File: src/rtl/image_loader.sv
// image_loader: accepts a byte stream while the top level is in LOAD and
// scatters it into the binarized kernel weights followed by the binarized
// 28x28 input image. The contents are held stable for the consuming layers.
module image_loader #(
    parameter int WT_BYTES  = 9,
    parameter int PIX_BYTES = 98
) (
    input  logic                   clk,
    input  logic                   rst,
    input  logic [2:0]             state,
    input  logic [7:0]             data_in,
    input  logic                   data_valid,
    output logic                   data_ready,
    output logic [7:0][2:0][2:0]   weights,
    output logic [27:0][27:0]      pixels,
    output logic [6:0]             byte_cnt,
    output logic                   done
);

    localparam int         TOTAL     = WT_BYTES + PIX_BYTES;
    localparam logic [6:0] LAST_BYTE = 7'(TOTAL - 1);

    // Top-level state codes; anything outside IDLE/LOAD behaves as a layer state
    typedef enum logic [2:0] {
        ST_IDLE    = 3'b000,
        ST_LOAD    = 3'b001,
        ST_LAYER_1 = 3'b010,
        ST_LAYER_2 = 3'b011,
        ST_LAYER_3 = 3'b100
    } top_state_t;

    // Flat bit-vectors: linear weight index w and pixel index p land exactly
    // on bit w / bit p of these, which matches the packed port layout.
    logic [8*WT_BYTES-1:0]  wt_flat;
    logic [8*PIX_BYTES-1:0] pix_flat;

    logic is_load;
    logic is_idle;
    logic accept;

    assign is_load    = (state == ST_LOAD);
    assign is_idle    = (state == ST_IDLE);
    assign data_ready = is_load && !done;
    assign accept     = data_valid && data_ready;

    assign weights = wt_flat;
    assign pixels  = pix_flat;

    // Byte counter and completion flag; IDLE clears them, layer states hold them
    always_ff @(posedge clk) begin
        if (rst) begin
            byte_cnt <= '0;
            done     <= 1'b0;
        end else if (is_idle) begin
            byte_cnt <= '0;
            done     <= 1'b0;
        end else if (accept && (byte_cnt <= LAST_BYTE)) begin
            byte_cnt <= byte_cnt + 7'd1;
            if (byte_cnt == LAST_BYTE) begin
                done <= 1'b1;
            end
        end
    end

    // Storage: the accepted byte is steered by byte_cnt alone into one weight or pixel slot
    always_ff @(posedge clk) begin
        if (rst) begin
            wt_flat  <= '0;
            pix_flat <= '0;
        end else if (accept) begin
            for (int k = 0; k < WT_BYTES; k++) begin
                if (byte_cnt == 7'(k)) begin
                    wt_flat[8*k +: 8] <= data_in;
                end
            end
            for (int k = 0; k < PIX_BYTES; k++) begin
                if (byte_cnt == 7'(WT_BYTES + k)) begin
                    pix_flat[8*k +: 8] <= data_in;
                end
            end
        end
    end

endmodule

File: config.mk
export PLATFORM = sky130hd
export DESIGN_NAME = image_loader
export DESIGN_NICKNAME = d
export VERILOG_FILES = /design/src/rtl/image_loader.sv
export SDC_FILE = /design/constraint.sdc
export NUM_CORES = 2
export LEC_CHECK = 0
export CORE_AREA = 2 2 343 345
export DETAILED_ROUTE_END_ITERATION = 10
export DIE_AREA = 0 0 345 347
export GPL_ROUTABILITY_DRIVEN = 0
export GPL_TIMING_DRIVEN = 0
export PLACE_DENSITY = 0.6
export SLEW_MARGIN = 40
export SYNTH_ARGS = -nofsm -noshare
export SYNTH_HDL_FRONTEND = slang
export SYNTH_SLANG_ARGS = --single-unit
File: constraint.sdc
create_clock -name clk -period 1.7 [get_ports clk]
set_input_delay 0.425 -clock clk [delete_from_list [all_inputs] [get_ports clk]]
set_output_delay 0.425 -clock clk [all_outputs]
set_load 0.1 [all_outputs]
==> metrics.yaml <==
status: "complete, but fails checks"
violations: "negative setup slack"
cellLeakagePower_nw: 26.8
fmax_ghz: 0.481
root_buffer: "clkbuf_16"
finalCriticalPeriod_ps: 2080
worst_pin_slew_ps: 891
clockBufferDepth: 3
rsz0062_at_grt: "true"
place_hpwl_mm: 101
synth_ff_type: "dfxtp_1"
fin_crit_sh_pct: 122
drt_iter0_drc: 989
start_kind: "input pin"
insertion_delay_ps: 680
crit_required_ps: 1270
syn_area_um2: 33500
cts_inserted_buffers: 97
overflow: 0
clk_pin_slew_ps: 60
drcViolationCount: 0
synthTopCellsByArea: "dfxtp_1 52%, mux2i_1 26%, nand2b_1 16%, clkbuf_1 2.1%, nand2_2 1.9%"
grt_start_max_net_pins: 15
setup_viol: 1013
hold_class: "register to register"
critPathArrivalTime_ps: 1660
finClkSkew_ps: 18.5
portBuffers: 877
track_usage_pct: 22.3
synth_edf_count: 0
ir_drop_v: 0.000705
coreArea_um2: 116000
die_area_um2: 120000
whs_ps: 474
fin_nets: 4084
max_cap_viol_count: 0
synth_top_area_share_pct: 51.7
ys_warn_count: 0
fin_ws_ps: -381
numClockSinks: 864
drt-total-wl_mm: 142
wl_per_cell_um: 25.1
yosys.area.top_type: "dfxtp_1"
grt_pass1_vias: 25560
synth_cell_types: 40
cts_tree: "built"
dieHeight_um: 347
syn_to_final_growth_pct: 74.6
relSlewSlack_pct: 40.6
via_per_inst: 4.56
dr.pass1.iters: 4
ios: 879
syn_inst: 2994
htreeDepth: 3
drv_slew: 0
final_layout_size_suffix_gt1_share_pct: 49.8
antenna_found_initial: 6
holdBufCountCts: 0
ys_ff_latch: 864
powerDensity_nw_per_um2: 744
rows: 125
fill_cells: 9936
drtAntennaViolNets: 0
totalPowerFinal_w: 0.0435
pre_cts_ws_ps: -1650
start_util_pct: 28.9
die_w_um: 345
end_kind: "output pin"
critPathMaxFanout: 2
vias: 25873
critPathKind: "input pin to output pin"
synth.avg_cell_area_um2: 11.2
synthArstFlopShare_pct: 0
seq_area_frac_synth_pct: 51.7
synth_nets: 3012
hold_viol: 0
grt_pass1_wl_mm: 194
-- sequential cells by signal, summed over array words and instances, names as in the netlist --
name / cells
pixels: 784
weights: 72
byte_cnt: 7
done: 1
-- critical path: stages --
cell and delay, ps:
clkdlybuf4s50_1 530, nor4b_4 460, buf_12 230
-- metrics by stage --
step	util (%)	area (um2)	TNS, ps	instances
floorplan	-	33600	-881880	2994
global placement	38.3	44300	-1641680	5395
detailed placement	34.6	40100	-1172400	5397
CTS	40.1	46500	-487020	5642
global route	50.5	58400	-283930	5668
finish	50.5	58400	-222240	5670
-- layout make-up --
type / count / area (um2) / share of cell area (%)
clock inverters: 38 / 429 / 0.734
inverters: 3 / 11.3 / 0.0193
diodes: 3 / 7.51 / 0.0128
clock buffers: 138 / 2860 / 4.90
plain buffers: 209 / 1030 / 1.77
multi-input cells: 1914 / 16900 / 29.0
flip-flops and latches: 864 / 18300 / 31.4
repair buffers: 977 / 16900 / 29.0
well taps: 1524 / 1910 / 3.26
-- power by group --
group          internal, W  switching [W]  total (W)
registers           0.0201     0.00000665     0.0202
logic             0.000561        0.00110    0.00166
clock network       0.0125        0.00910     0.0216
total               0.0332         0.0102     0.0435
-- cells in the final DEF, fill, tap and decap left out, types with 5 or more instances in the layout --
cell	netlist	final
nand2b_1	866	865
mux2i_1	856	853
buf_12	0	764
dfxtp_2	0	659
clkbuf_1	185	158
buf_2	4	153
dfxtp_1	864	147
nand2_8	0	106
clkbuf_16	0	99
dfxtp_4	0	58
clkbuf_2	0	40
buf_4	0	30
nor2_4	3	27
clkinv_2	0	24
clkbuf_8	0	24
buf_16	0	21
clkdlybuf4s50_1	0	12
buf_6	3	11
clkbuf_4	0	5
nand3_1	8	5
bufinv_16	0	5
buf_8	9	5
-- per-layer routing --
layer  track usage (%)  wire [um]  up-vias
li1                  -          -    12105
met1              26.4      56200    12781
met2              38.2      71200      790
met3              6.29      10000      197
met4              8.48       4850        0
met5                 0          0        -
-- timing repair --
action                                   CTS  global route
buffers inserted                          61            39
resized for setup                        368          4335
cloned                                     8             0
pin swaps                                 62            60
endpoints found under the setup margin  1728          1729
-- worst paths after layout --
path         cells past startpoint  slack, ps                       end                      from
max                              3       -380                data_ready                  state[2]
min                              2        470  pixels[625]$_SDFFE_PP0P_  pixels[625]$_SDFFE_PP0P_
max reg2reg                      8       -320  pixels[162]$_SDFFE_PP0P_         done$_SDFFE_PP0P_
min reg2reg                      2        470  pixels[625]$_SDFFE_PP0P_  pixels[625]$_SDFFE_PP0P_
-- cell families after synthesis --
kind of cell	after synthesis	synth area share, %
AND/OR/NAND/NOR	1040	19.5
flip-flops	864	51.7
multiplexers	856	25.6
buffers and inverters	216	2.81
AO/OA/AOI/OAI	14	0.277
adder cells (fa/ha/maj)	4	0.150
-- synth_stat cells, types with 6 or more instances --
master	n
nand2b_1	866
dfxtp_1	864
mux2i_1	856
clkbuf_1	185
nand2_2	100
nor2_1	21
buf_1	12
buf_8	9
nand3_1	8
nand2_4	6
nor2_2	6
Note: power is estimated with default switching activity, not from simulation.
